**config.mk**
```make
export PLATFORM = sky130hd
export DESIGN_NAME = sha3_buf_arbiter_flat
export DESIGN_NICKNAME = d
export VERILOG_FILES = /design/src/rtl/sha3_buf_arbiter_if.sv /design/src/rtl/sha3_buf_arbiter.sv /design/src/flat_wrapper.sv
export SDC_FILE = /design/constraint.sdc
export NUM_CORES = 1
export LEC_CHECK = 0
export CELL_PAD_IN_SITES_DETAIL_PLACEMENT = 1
export CELL_PAD_IN_SITES_GLOBAL_PLACEMENT = 2
export CORE_UTILIZATION = 25
export DETAILED_ROUTE_END_ITERATION = 6
export PLACE_DENSITY_LB_ADDON = 0.1
export SLEW_MARGIN = 20
export SYNTH_ARGS = -nofsm -noshare
export SYNTH_HDL_FRONTEND = slang
export SYNTH_SLANG_ARGS = --single-unit
```
**constraint.sdc**
```tcl
create_clock -name CLK -period 1.85 [get_ports CLK]
set_input_delay 0.37 -clock CLK [delete_from_list [all_inputs] [get_ports CLK]]
set_output_delay 0.37 -clock CLK [all_outputs]
set_load 0.02 [all_outputs]
```
**src/rtl/sha3_buf_arbiter_if.sv**
```systemverilog
// Request/grant and buffer-strobe bundle between the lbuf/sbuf/sha3 requesters
// and the shared Keccak lane buffer arbiter.
interface sha3_buf_arbiter_if #(
  parameter int OFF_W = 5
);
  logic             lbuf_req;
  logic [OFF_W-1:0] lbuf_len;
  logic             sbuf_req;
  logic [OFF_W-1:0] sbuf_len;
  logic             sha3_req;
  logic [2:0]       grant;
  logic             rd_en;
  logic [OFF_W-1:0] rd_off;
  logic             wr_en;
  logic [OFF_W-1:0] wr_off;
  logic             busy;
  logic             done;
  logic [1:0]       done_id;

  modport master (
    output lbuf_req, lbuf_len, sbuf_req, sbuf_len, sha3_req,
    input  grant, rd_en, rd_off, wr_en, wr_off, busy, done, done_id
  );

  modport slave (
    input  lbuf_req, lbuf_len, sbuf_req, sbuf_len, sha3_req,
    output grant, rd_en, rd_off, wr_en, wr_off, busy, done, done_id
  );
endinterface

```
**src/rtl/sha3_buf_arbiter.sv**
```systemverilog
// Arbitrates the shared Keccak lane buffer between lbuf, sbuf and the sha3 ALU,
// sequencing read/write offsets for one transfer at a time.
module sha3_buf_arbiter #(
  parameter int DATA_W = 64,
  parameter int DEPTH  = 25,
  parameter int OFF_W  = 5
) (
  input logic                CLK,
  input logic                RST,
  sha3_buf_arbiter_if.slave  bus
);

  typedef enum logic [1:0] {
    IDLE  = 2'd0,
    XFER  = 2'd1,
    DRAIN = 2'd2
  } state_t;

  localparam logic [OFF_W-1:0] DEPTH_L = OFF_W'(DEPTH);
  localparam logic [OFF_W-1:0] ZERO_L  = {OFF_W{1'b0}};
  localparam logic [OFF_W-1:0] ONE_L   = {{(OFF_W-1){1'b0}}, 1'b1};

  function automatic logic [OFF_W-1:0] eff_len(input logic [OFF_W-1:0] len);
    if (len == ZERO_L || len > DEPTH_L) begin
      return DEPTH_L;
    end else begin
      return len;
    end
  endfunction

  function automatic logic [1:0] owner_id(input logic [2:0] g);
    case (g)
      3'b001:  return 2'd0;
      3'b010:  return 2'd1;
      3'b100:  return 2'd2;
      default: return 2'd0;
    endcase
  endfunction

  state_t           state_r, state_nx;
  logic [2:0]       grant_r, grant_nx;
  logic [OFF_W-1:0] len_r, len_nx;
  logic             rd_en_r, rd_en_nx;
  logic [OFF_W-1:0] rd_off_r, rd_off_nx;
  logic             wr_en_r;
  logic [OFF_W-1:0] wr_off_r;
  logic             busy_r, busy_nx;
  logic             done_r, done_nx;
  logic [1:0]       done_id_r, done_id_nx;
  logic             starve_r, starve_nx;
  logic             sha3_win_s, req_any_s;

  // sha3 yields to a pending buffer request right after its own transfer
  assign sha3_win_s = bus.sha3_req && !(starve_r && (bus.lbuf_req || bus.sbuf_req));
  assign req_any_s  = bus.sha3_req || bus.lbuf_req || bus.sbuf_req;

  // Next-state and next-output decode
  always_comb begin
    state_nx   = state_r;
    grant_nx   = grant_r;
    len_nx     = len_r;
    rd_en_nx   = 1'b0;
    rd_off_nx  = rd_off_r;
    done_nx    = 1'b0;
    done_id_nx = 2'd0;
    starve_nx  = starve_r;
    case (state_r)
      IDLE: begin
        if (sha3_win_s) begin
          grant_nx = 3'b001;
          len_nx   = DEPTH_L;
        end else if (bus.lbuf_req) begin
          grant_nx  = 3'b010;
          len_nx    = eff_len(bus.lbuf_len);
          starve_nx = 1'b0;
        end else if (bus.sbuf_req) begin
          grant_nx  = 3'b100;
          len_nx    = eff_len(bus.sbuf_len);
          starve_nx = 1'b0;
        end else begin
          grant_nx = 3'b000;
        end
        if (req_any_s) begin
          state_nx  = XFER;
          rd_en_nx  = 1'b1;
          rd_off_nx = ZERO_L;
        end else begin
          state_nx = IDLE;
        end
      end
      XFER: begin
        if (rd_off_r == len_r - ONE_L) begin
          state_nx   = DRAIN;
          done_nx    = 1'b1;
          done_id_nx = owner_id(grant_r);
        end else begin
          rd_en_nx  = 1'b1;
          rd_off_nx = rd_off_r + ONE_L;
        end
      end
      DRAIN: begin
        state_nx  = IDLE;
        grant_nx  = 3'b000;
        rd_off_nx = ZERO_L;
        starve_nx = grant_r[0];
      end
      default: begin
        state_nx  = IDLE;
        grant_nx  = 3'b000;
        rd_off_nx = ZERO_L;
      end
    endcase
    busy_nx = (state_nx != IDLE);
  end

  // State and registered outputs; the write side trails the read side by one cycle
  always_ff @(posedge CLK) begin
    if (!RST) begin
      state_r   <= IDLE;
      grant_r   <= 3'b000;
      len_r     <= ZERO_L;
      rd_en_r   <= 1'b0;
      rd_off_r  <= ZERO_L;
      wr_en_r   <= 1'b0;
      wr_off_r  <= ZERO_L;
      busy_r    <= 1'b0;
      done_r    <= 1'b0;
      done_id_r <= 2'd0;
      starve_r  <= 1'b0;
    end else begin
      state_r   <= state_nx;
      grant_r   <= grant_nx;
      len_r     <= len_nx;
      rd_en_r   <= rd_en_nx;
      rd_off_r  <= rd_off_nx;
      wr_en_r   <= rd_en_r;
      wr_off_r  <= rd_off_r;
      busy_r    <= busy_nx;
      done_r    <= done_nx;
      done_id_r <= done_id_nx;
      starve_r  <= starve_nx;
    end
  end

  assign bus.grant   = grant_r;
  assign bus.rd_en   = rd_en_r;
  assign bus.rd_off  = rd_off_r;
  assign bus.wr_en   = wr_en_r;
  assign bus.wr_off  = wr_off_r;
  assign bus.busy    = busy_r;
  assign bus.done    = done_r;
  assign bus.done_id = done_id_r;

endmodule

```
**src/flat_wrapper.sv**
```systemverilog
// flat-port wrapper written by rule: the top's interface ports become plain ports
module sha3_buf_arbiter_flat 
#(
  parameter int DATA_W = 64,
  parameter int DEPTH  = 25,
  parameter int OFF_W  = 5
)
  (CLK, RST, bus_lbuf_req, bus_lbuf_len, bus_sbuf_req, bus_sbuf_len, bus_sha3_req, bus_grant, bus_rd_en, bus_rd_off, bus_wr_en, bus_wr_off, bus_busy, bus_done, bus_done_id);
  sha3_buf_arbiter_if #(.OFF_W(OFF_W)) bus_i ();
  input logic CLK;
  input logic RST;
  input wire logic [$bits(bus_i.lbuf_req)-1:0] bus_lbuf_req;
  input wire logic [$bits(bus_i.lbuf_len)-1:0] bus_lbuf_len;
  input wire logic [$bits(bus_i.sbuf_req)-1:0] bus_sbuf_req;
  input wire logic [$bits(bus_i.sbuf_len)-1:0] bus_sbuf_len;
  input wire logic [$bits(bus_i.sha3_req)-1:0] bus_sha3_req;
  output wire logic [$bits(bus_i.grant)-1:0] bus_grant;
  output wire logic [$bits(bus_i.rd_en)-1:0] bus_rd_en;
  output wire logic [$bits(bus_i.rd_off)-1:0] bus_rd_off;
  output wire logic [$bits(bus_i.wr_en)-1:0] bus_wr_en;
  output wire logic [$bits(bus_i.wr_off)-1:0] bus_wr_off;
  output wire logic [$bits(bus_i.busy)-1:0] bus_busy;
  output wire logic [$bits(bus_i.done)-1:0] bus_done;
  output wire logic [$bits(bus_i.done_id)-1:0] bus_done_id;
  assign bus_i.lbuf_req = bus_lbuf_req;
  assign bus_i.lbuf_len = bus_lbuf_len;
  assign bus_i.sbuf_req = bus_sbuf_req;
  assign bus_i.sbuf_len = bus_sbuf_len;
  assign bus_i.sha3_req = bus_sha3_req;
  assign bus_grant = bus_i.grant;
  assign bus_rd_en = bus_i.rd_en;
  assign bus_rd_off = bus_i.rd_off;
  assign bus_wr_en = bus_i.wr_en;
  assign bus_wr_off = bus_i.wr_off;
  assign bus_busy = bus_i.busy;
  assign bus_done = bus_i.done;
  assign bus_done_id = bus_i.done_id;
  sha3_buf_arbiter #(.DATA_W(DATA_W), .DEPTH(DEPTH), .OFF_W(OFF_W)) u_core (.CLK(CLK), .RST(RST), .bus(bus_i));
endmodule
```
; ---- Word-level counts from Yosys, hierarchy flattened
; Index checks and enable logic that the tools add are counted.
; W data, S select, Z words.
[word_totals]
register_bits = 27
word_cells = 67
out_inout_bits = 19
[classes]
n_reduce_logical = 19
n_mux = 24
magnitude_cmp = 2
n_eq_ne = 9
addsub = 2
[op_table]
columns = op, n
row1 = $mux W5, 7
row2 = $gt A5 B5 Y1 const B, 2
row3 = $logic_not A5 Y1, 2
row4 = $pmux W5 S2, 1
row5 = $mux W3, 3
row6 = $pmux W2 S2, 2
row7 = $mux W1, 7
row8 = $pmux W3 S2, 1
row9 = $reduce_and A2 Y1, 3
row10 = $reduce_and A3 Y1, 2
row11 = $add A5 B1 Y5 const B, 1
row12 = $eq A5 B5 Y1, 1
row13 = $logic_or A1 B1 Y1, 5
row14 = $sub A5 B1 Y5 const B, 1
row15 = $ne A2 B2 Y1 const B, 2
row16 = $pmux W1 S2, 2
row17 = $reduce_bool A2 Y1, 2
row18 = $eq A3 B2 Y1 const B, 1
row19 = $eq A3 B3 Y1 const B, 1
row20 = $ne A3 B3 Y1 const B, 1
row21 = $reduce_bool A3 Y1, 1
row22 = $eq A2 B1 Y1 const B, 1
row23 = $eq A2 B2 Y1 const B, 1
row24 = $logic_and A1 B1 Y1, 2
row25 = other kinds (4), 4

; ---- Logic depth before layout (Yosys ltp)
; Gate-level depths: netlist of the first run.
[logic_depth]
ltp_word = 6
depth_mapped = 8

; ---- Worst setup path before layout of the first run
; OpenSTA, ideal clock, no wires.
[synth_timing]
path_kind = reg-to-reg
start = register u_core.len_r[0]
end = register u_core.rd_off_r[0] (netlist: u_core.bus.rd_off[0])
stages_incl_launch_ff = 9
arrival_time_ps = 1638
setup_time_ps = 122
required_ps = 1728
path_buffers = 1
setup_slack_ps = 91
cell_sequence = dfxtp_1 -> inv_1 -> ha_1 -> xnor2_1 -> a211oi_2 -> o311ai_2 -> buf_6 -> a21o_1 -> o311a_1
[synth_via]
elab_chain_len = 4
[synth_lines]
columns = element, line_no
row1 = from (decl), sha3_buf_arbiter.sv:42  ; logic [OFF_W-1:0] len_r, len_nx;
row2 = from (signal assigned), sha3_buf_arbiter.sv:133  ; len_r <= len_nx;
row3 = $sub A5 B1 Y5, sha3_buf_arbiter.sv:92  ; if (rd_off_r == len_r - ONE_L) begin
row4 = $eq A5 B5 Y1, sha3_buf_arbiter.sv:92
row5 = $ne A2 B2 Y1 (no source line), -
row6 = $reduce_and A2 Y1 (no source line), -
row7 = to (signal assigned), sha3_buf_arbiter.sv:135  ; rd_off_r <= rd_off_nx;
row8 = to (decl), sha3_buf_arbiter.sv:44  ; logic [OFF_W-1:0] rd_off_r, rd_off_nx;
; No other way between the ends.
; A chain may end at the register's enable or synchronous reset.

; ---- Final worst setup path of the first run
[layout_timing]
start = register u_core.len_r[0]
end = register u_core.rd_off_r[1] (netlist: u_core.bus.rd_off[1])
; The elaborated chain is that of the path after synthesis.

==> reports/results.ini, run 1 <==
[timing]
setup_viol = 0
final_max_slew_viol_count = 0
period_minus_slack_ps = 1780
timing.final.crit_share_pct = 96.5
max_freq_mhz = 560
fin_hold_ws_ps = 472
hold_viol = 0
clock_skew_ps = 2.98
slew-limit-headroom_pct = 68.4
tightest_slew_ps = 473
rsz0062_at_grt = false

[setup_path]
cp-start-kind = flip-flop
crit_family = compound AO/OA/AOI/OAI gates
path_buf_inv = 2
worstRegToRegCells = 8
path_cells = inv_2 > ha_4 > xnor2_2 > a211oi_2 > o311ai_4 > buf_6 > o2bb2a_4 > a21oi_2
reg2reg_slack_ps = 70
slowest_stage = dfxtp_2
worstPathArrival_ps = 2000
crit_type = reg -> reg
endpoint_kind = flip-flop
crit_required_ps = 2070
cp_num_cells = 8
cp_max_fo = 8
slowest_delay_ps = 340

[global_route]
grt_max_degree = 17
grt_overflow = 0
grt_pass1_vias = 1340
grt_antenna_before_repair = 0
grt_usage_pct = 14.7
grt_pass1_wl_microns = 6200

[pwr]
ir_drop_v = 0.000266
power.leakage_uw = 0.000750
powerDensity_nw_per_um2 = 666

[yosys]
synth_area_sq_um = 1310
synth_edf_count = 0
synth_top_flop_cell = dfxtp_1
syn-num-nets = 167
synthArstFlopShare_pct = 0
yosysWarnings = 0
ys_ff_latch = 27
avgSynthCellArea_sq_um = 8.76
synth_cell_type_count = 44
synth-seq-area-share_pct = 41.1
postSynthCellCount = 150

[hold_path]
min_path_cells = 1
hp-class = reg -> reg

[clocking]
cts_tree = built
ctsLongestPathBuffers = 2
cts.sinks = 27
holdBufCountCts = 0
cts_setup_buffers = 0
cts-buffers-inserted = 3
clk_pin_slew_ps = 100
insertion_delay_ps = 280
root_buffer = clkbuf_8
htree_levels = 1

[route]
drtPass1Iterations = 4
vias = 1281
vias_per_cell = 4.71
wl_per_cell_microns = 13.7
post-route-drc-count = 0
routed_wl_microns = 3740
drt-initial-drc-count = 31
drtAntennaViolNets = 0

[die]
die_h_microns = 74.5
io_pins = 34
die_area_sq_um = 5550
die_x_microns = 74.5
fp-row-count = 26
start_util_pct = 25.9
core_sq_um = 5070

[layout]
diodes = 0
syn_to_final_growth_pct = 48.8
drive_gt1_share_pct = 22.3
nets = 220
num-fill-cells = 623
utilization_pct = 38.5

[placement]
gp_congestion = 0.738
portBuffers = 33
post-dp-hpwl_microns = 2870

[outcome]
status = completed

[job]
cap_violations = 0

## logic make-up (layout without fill, tap and decap cells)
logic type	after synthesis	in the layout	share of synthesized area (%)
AOI/OAI and AO/OA	32	32	19.7
xor gates and xnor gates	6	6	4.00
adders and majority gates	2	2	1.90
buffers and inverters	11	63	4.09
DFF	27	27	41.1
and+or+nand+nor	72	72	29.1
## cell usage after synthesis (2+ instances only)
| master | number | share of area, % |
|---|---|---|
| a21o_1 | 2 | 1.1 |
| a21oi_1 | 8 | 3.0 |
| a31oi_1 | 5 | 2.4 |
| and2_1 | 6 | 2.9 |
| and3b_1 | 2 | 1.3 |
| clkbuf_1 | 4 | 1.1 |
| dfxtp_1 | 27 | 41 |
| ha_1 | 2 | 1.9 |
| inv_1 | 4 | 1.1 |
| nand2_1 | 11 | 3.1 |
| nand2b_1 | 2 | 0.95 |
| nand3_1 | 3 | 1.1 |
| nand3b_1 | 3 | 1.7 |
| nor2_1 | 17 | 4.9 |
| nor3_1 | 11 | 4.2 |
| nor3b_1 | 3 | 1.7 |
| nor4_1 | 5 | 2.4 |
| o21ai_0 | 2 | 0.76 |
| o221a_2 | 3 | 2.6 |
| or2_2 | 2 | 0.95 |
| xnor2_1 | 3 | 2.0 |
| xor2_1 | 3 | 2.0 |
## final cells by class
| cell class | count | area [sq um] | area share (%) |
|---|---|---|---|
| sequential | 27 | 543 | 27.8 |
| timing repair buffer | 55 | 500 | 25.6 |
| clock inverter | 1 | 7.51 | 0.384 |
| clock buffer | 3 | 41.3 | 2.11 |
| multi-input combinational | 112 | 759 | 38.9 |
| tap | 70 | 87.6 | 4.48 |
| inverter | 4 | 15.0 | 0.768 |
## cells in the final DEF, fill, tap and decap left out, types with 3 or more instances in the layout
master / Yosys / layout
clkdlybuf4s50_1: 0 / 31
dfxtp_1: 27 / 25
buf_4: 1 / 21
nor2_1: 17 / 17
nor3_1: 11 / 11
nand2_1: 11 / 11
a21oi_1: 8 / 7
and2_1: 6 / 6
a31oi_1: 5 / 5
nor4_1: 5 / 4
o221a_2: 3 / 3
xor2_1: 3 / 3
nand3b_1: 3 / 3
nand3_1: 3 / 3
nor3b_1: 3 / 3
clkbuf_8: 0 / 3
## metal layers
metal  GRT usage [%]  wire, microns
met1            18.3           1710
met2            25.7           1860
met3            1.63            104
met4            5.66             63
met5               0              0
## per-stage QoR
step                total power (uW)  cells  setup slack (ps)  area [sq um]  setup TNS [ps]
floorplan                        801    150              90.7          1310               0
global placement                 942    268             -94.0          1860            -464
detailed placement               947    268              -100          1860            -623
CTS                             1320    272              8.04          1940               0
global route                    1370    272              2.53          1950               0
finish                          1300    272              65.4          1950               0
## worst paths after layout
check	start	endpoint
worst max-delay path	u_core.len_r[0]	u_core.bus.rd_off[1]
worst max register to register	u_core.len_r[0]	u_core.bus.rd_off[1]
worst min register to register	u_core.bus.rd_en	u_core.bus.wr_en
worst min-delay path	u_core.bus.rd_en	u_core.bus.wr_en
## power by group
| part | total [uW] | leakage, uW | internal (uW) | switching, uW |
|---|---|---|---|---|
| registers | 636 | 0.000221 | 610 | 26.2 |
| logic | 315 | 0.000507 | 159 | 156 |
| clock network | 350 | 0.0000217 | 153 | 197 |
| total | 1300 | 0.000750 | 922 | 379 |
## state kept, by name, indices dropped and copies added, names as in the netlist
register,flops
u_core.state_r,2
u_core.bus.busy,1
u_core.bus.done_id,2
u_core.bus.wr_en,1
u_core.bus.rd_en,1
u_core.bus.rd_off,5
u_core.bus.done,1
u_core.bus.wr_off,5
u_core.starve_r,1
u_core.len_r,5
u_core.bus.grant,3
## what timing repair did
item / 4_1_cts / 5_1_grt
cloned: 0 / 0
resized for setup: 7 / 6
endpoints found under the hold margin: 0 / 0
pin swaps: 4 / 2
setup endpoints to repair: 9 / 10
Note: power is estimated with default switching activity, not from simulation.
==> inputs of run 2 (changes only) <==
--- a/config.mk
+++ b/config.mk
@@ -8,6 +8,7 @@
 export CELL_PAD_IN_SITES_DETAIL_PLACEMENT = 1
 export CELL_PAD_IN_SITES_GLOBAL_PLACEMENT = 2
 export CORE_UTILIZATION = 25
+export CTS_BUF_LIST = sky130_fd_sc_hd__clkbuf_16
 export DETAILED_ROUTE_END_ITERATION = 6
 export PLACE_DENSITY_LB_ADDON = 0.1
 export SLEW_MARGIN = 20
==> run 2 against run 1 <==
  * Combinational power barely moved
  * Largest power group unchanged
  * Die area did not move
  * Wire length fell by 0.78%
  * First-iteration DRC count is 3.2% lower
  * Largest cell class unchanged
  * Flip-flop and latch count did not move
  * Register-to-register slack barely moved
  * Clock power grew 42%
  * Sequential share of layout area decreased by 0.49 points
  * Hold slack lost 5.3 ps
  * Worst setup slack better by 8.6 ps
  * Total power rose by 11%
==> reports/results.ini, run 2 (same netlist as run 1, synthesis figures left out) <==
[timing]
clock_skew_ps = 3.44
setup_viol = 0
slew-limit-headroom_pct = 68.7
rsz0062_at_grt = false
timing.final.crit_share_pct = 96.0
max_freq_mhz = 563
final_max_slew_viol_count = 0
tightest_slew_ps = 468
period_minus_slack_ps = 1780
hold_viol = 0

[job]
cap_violations = 0

[route]
post-route-drc-count = 0
vias = 1273
wl_per_cell_microns = 13.6
routed_wl_microns = 3710
drtAntennaViolNets = 0
drtPass1Iterations = 3
drt-initial-drc-count = 30
vias_per_cell = 4.68

[placement]
place_area_sq_um = 1860
portBuffers = 33
dp.cells = 268
gp_congestion = 0.738
post-dp-hpwl_microns = 2870

[setup_path]
cp_max_fo = 8
worstPathArrival_ps = 1970
cp-start-kind = flip-flop
crit_type = reg -> reg
reg2reg_slack_ps = 70
endpoint_kind = flip-flop
worstRegToRegCells = 8
timing.rr.end = u_core.bus.rd_off[1]
crit_required_ps = 2050
r2r-start = u_core.len_r[0]

[die]
core_sq_um = 5070
io_pins = 34
die_h_microns = 74.5
start_util_pct = 25.9
die_x_microns = 74.5
fp-row-count = 26
die_area_sq_um = 5550

[global_route]
grt_pass1_wl_microns = 6080
grt_antenna_before_repair = 0
grt_pass1_vias = 1313
grt_overflow = 0
grt_usage_pct = 14.3
grt_max_degree = 17

[clocking]
cts_setup_buffers = 0
clk_pin_slew_ps = 70
root_buffer = clkbuf_16
insertion_delay_ps = 260
cts-buffers-inserted = 3
cts.sinks = 27
htree_levels = 1
cts_tree = built
ctsLongestPathBuffers = 2

[outcome]
status = completed

[layout]
drive_gt1_share_pct = 22.3
mostFrequentLayoutCells = clkdlybuf4s50_1 (32), dfxtp_1 (25), buf_4 (21)
nets = 220
stdcell_count = 272
final_area_sq_um = 1990
syn_to_final_growth_pct = 51.4
layout_commonest_cell = clkdlybuf4s50_1
diodes = 0

[hold_path]
holdPathEnd = u_core.bus.wr_en
min_path_cells = 1
hp-start = u_core.bus.rd_en
hp-class = reg -> reg

[pwr]
powerDensity_nw_per_um2 = 729
ir_drop_v = 0.000337
power.leakage_uw = 0.000763

run 2: per-stage QoR:
stage	power (uW)	hold slack [ps]	setup slack, ps	util, %	setup TNS (ps)
floorplan	801	446	90.7	-	0
global route	1530	484	11.3	39.2	0
global placement	942	449	-94.0	36.6	-464
detailed placement	947	451	-100	36.6	-623
CTS	1460	469	-1.48	38.6	-1.59
finish	1450	466	74.0	39.2	0
run 2: worst max path at each step:
stage	slack (ps)	to	depth (start not counted)	from
after global routing	10	u_core.bus.rd_off[4]	6	u_core.bus.rd_off[2]
after detailed placement	-100	u_core.bus.done_id[0]	7	u_core.len_r[0]
final	70	u_core.bus.rd_off[1]	8	u_core.len_r[0]
after floorplan	90	u_core.bus.rd_off[0]	8	u_core.len_r[0]
after CTS	-1	u_core.bus.rd_off[1]	8	u_core.len_r[0]
after global placement	-90	u_core.bus.done_id[0]	7	u_core.len_r[0]
run 2: cell type report:
| type | instances | area (sq um) |
|---|---|---|
| Tap cell | 70 | 87.6 |
| Multi-Input combinational cell | 112 | 759 |
| Clock inverter | 1 | 7.51 |
| Sequential cell | 27 | 543 |
| Timing Repair Buffer | 55 | 502 |
| Inverter | 4 | 15.0 |
| Fill cell | 615 | 3090 |
| Clock buffer | 3 | 75.1 |
run 2: what timing repair did:
item                                    4_1_cts  5_1_grt
endpoints found under the setup margin        9        9
cloned                                        0        0
hold buffers                                  0        0
resized for setup                             4        7
pin swaps                                     5        2
run 2: layer usage:
layer / vias to the layer above / share of wire [%] / wire [microns] / GRT usage (%)
met4: 0 / 0.62 / 23 / 3.77
met3: 2 / 2.8 / 104 / 2.03
met2: 24 / 51 / 1900 / 25.5
met1: 596 / 45 / 1680 / 18.0
met5: - / 0 / 0 / 0
li1: 651 / - / - / -
run 2: report_power, final:
group	internal [uW]	switching [uW]
Clock	294	205
Sequential	610	25.4
Combinational	160	156
Total	1060	386
run 2: critical path: stages (launching register included):
cell and delay, ps:
dfxtp_2 330, inv_2 50, ha_4 230, xnor2_2 140, a211oi_2 240, o311ai_4 220, buf_6 190, o2bb2a_4 190
a21oi_2 120
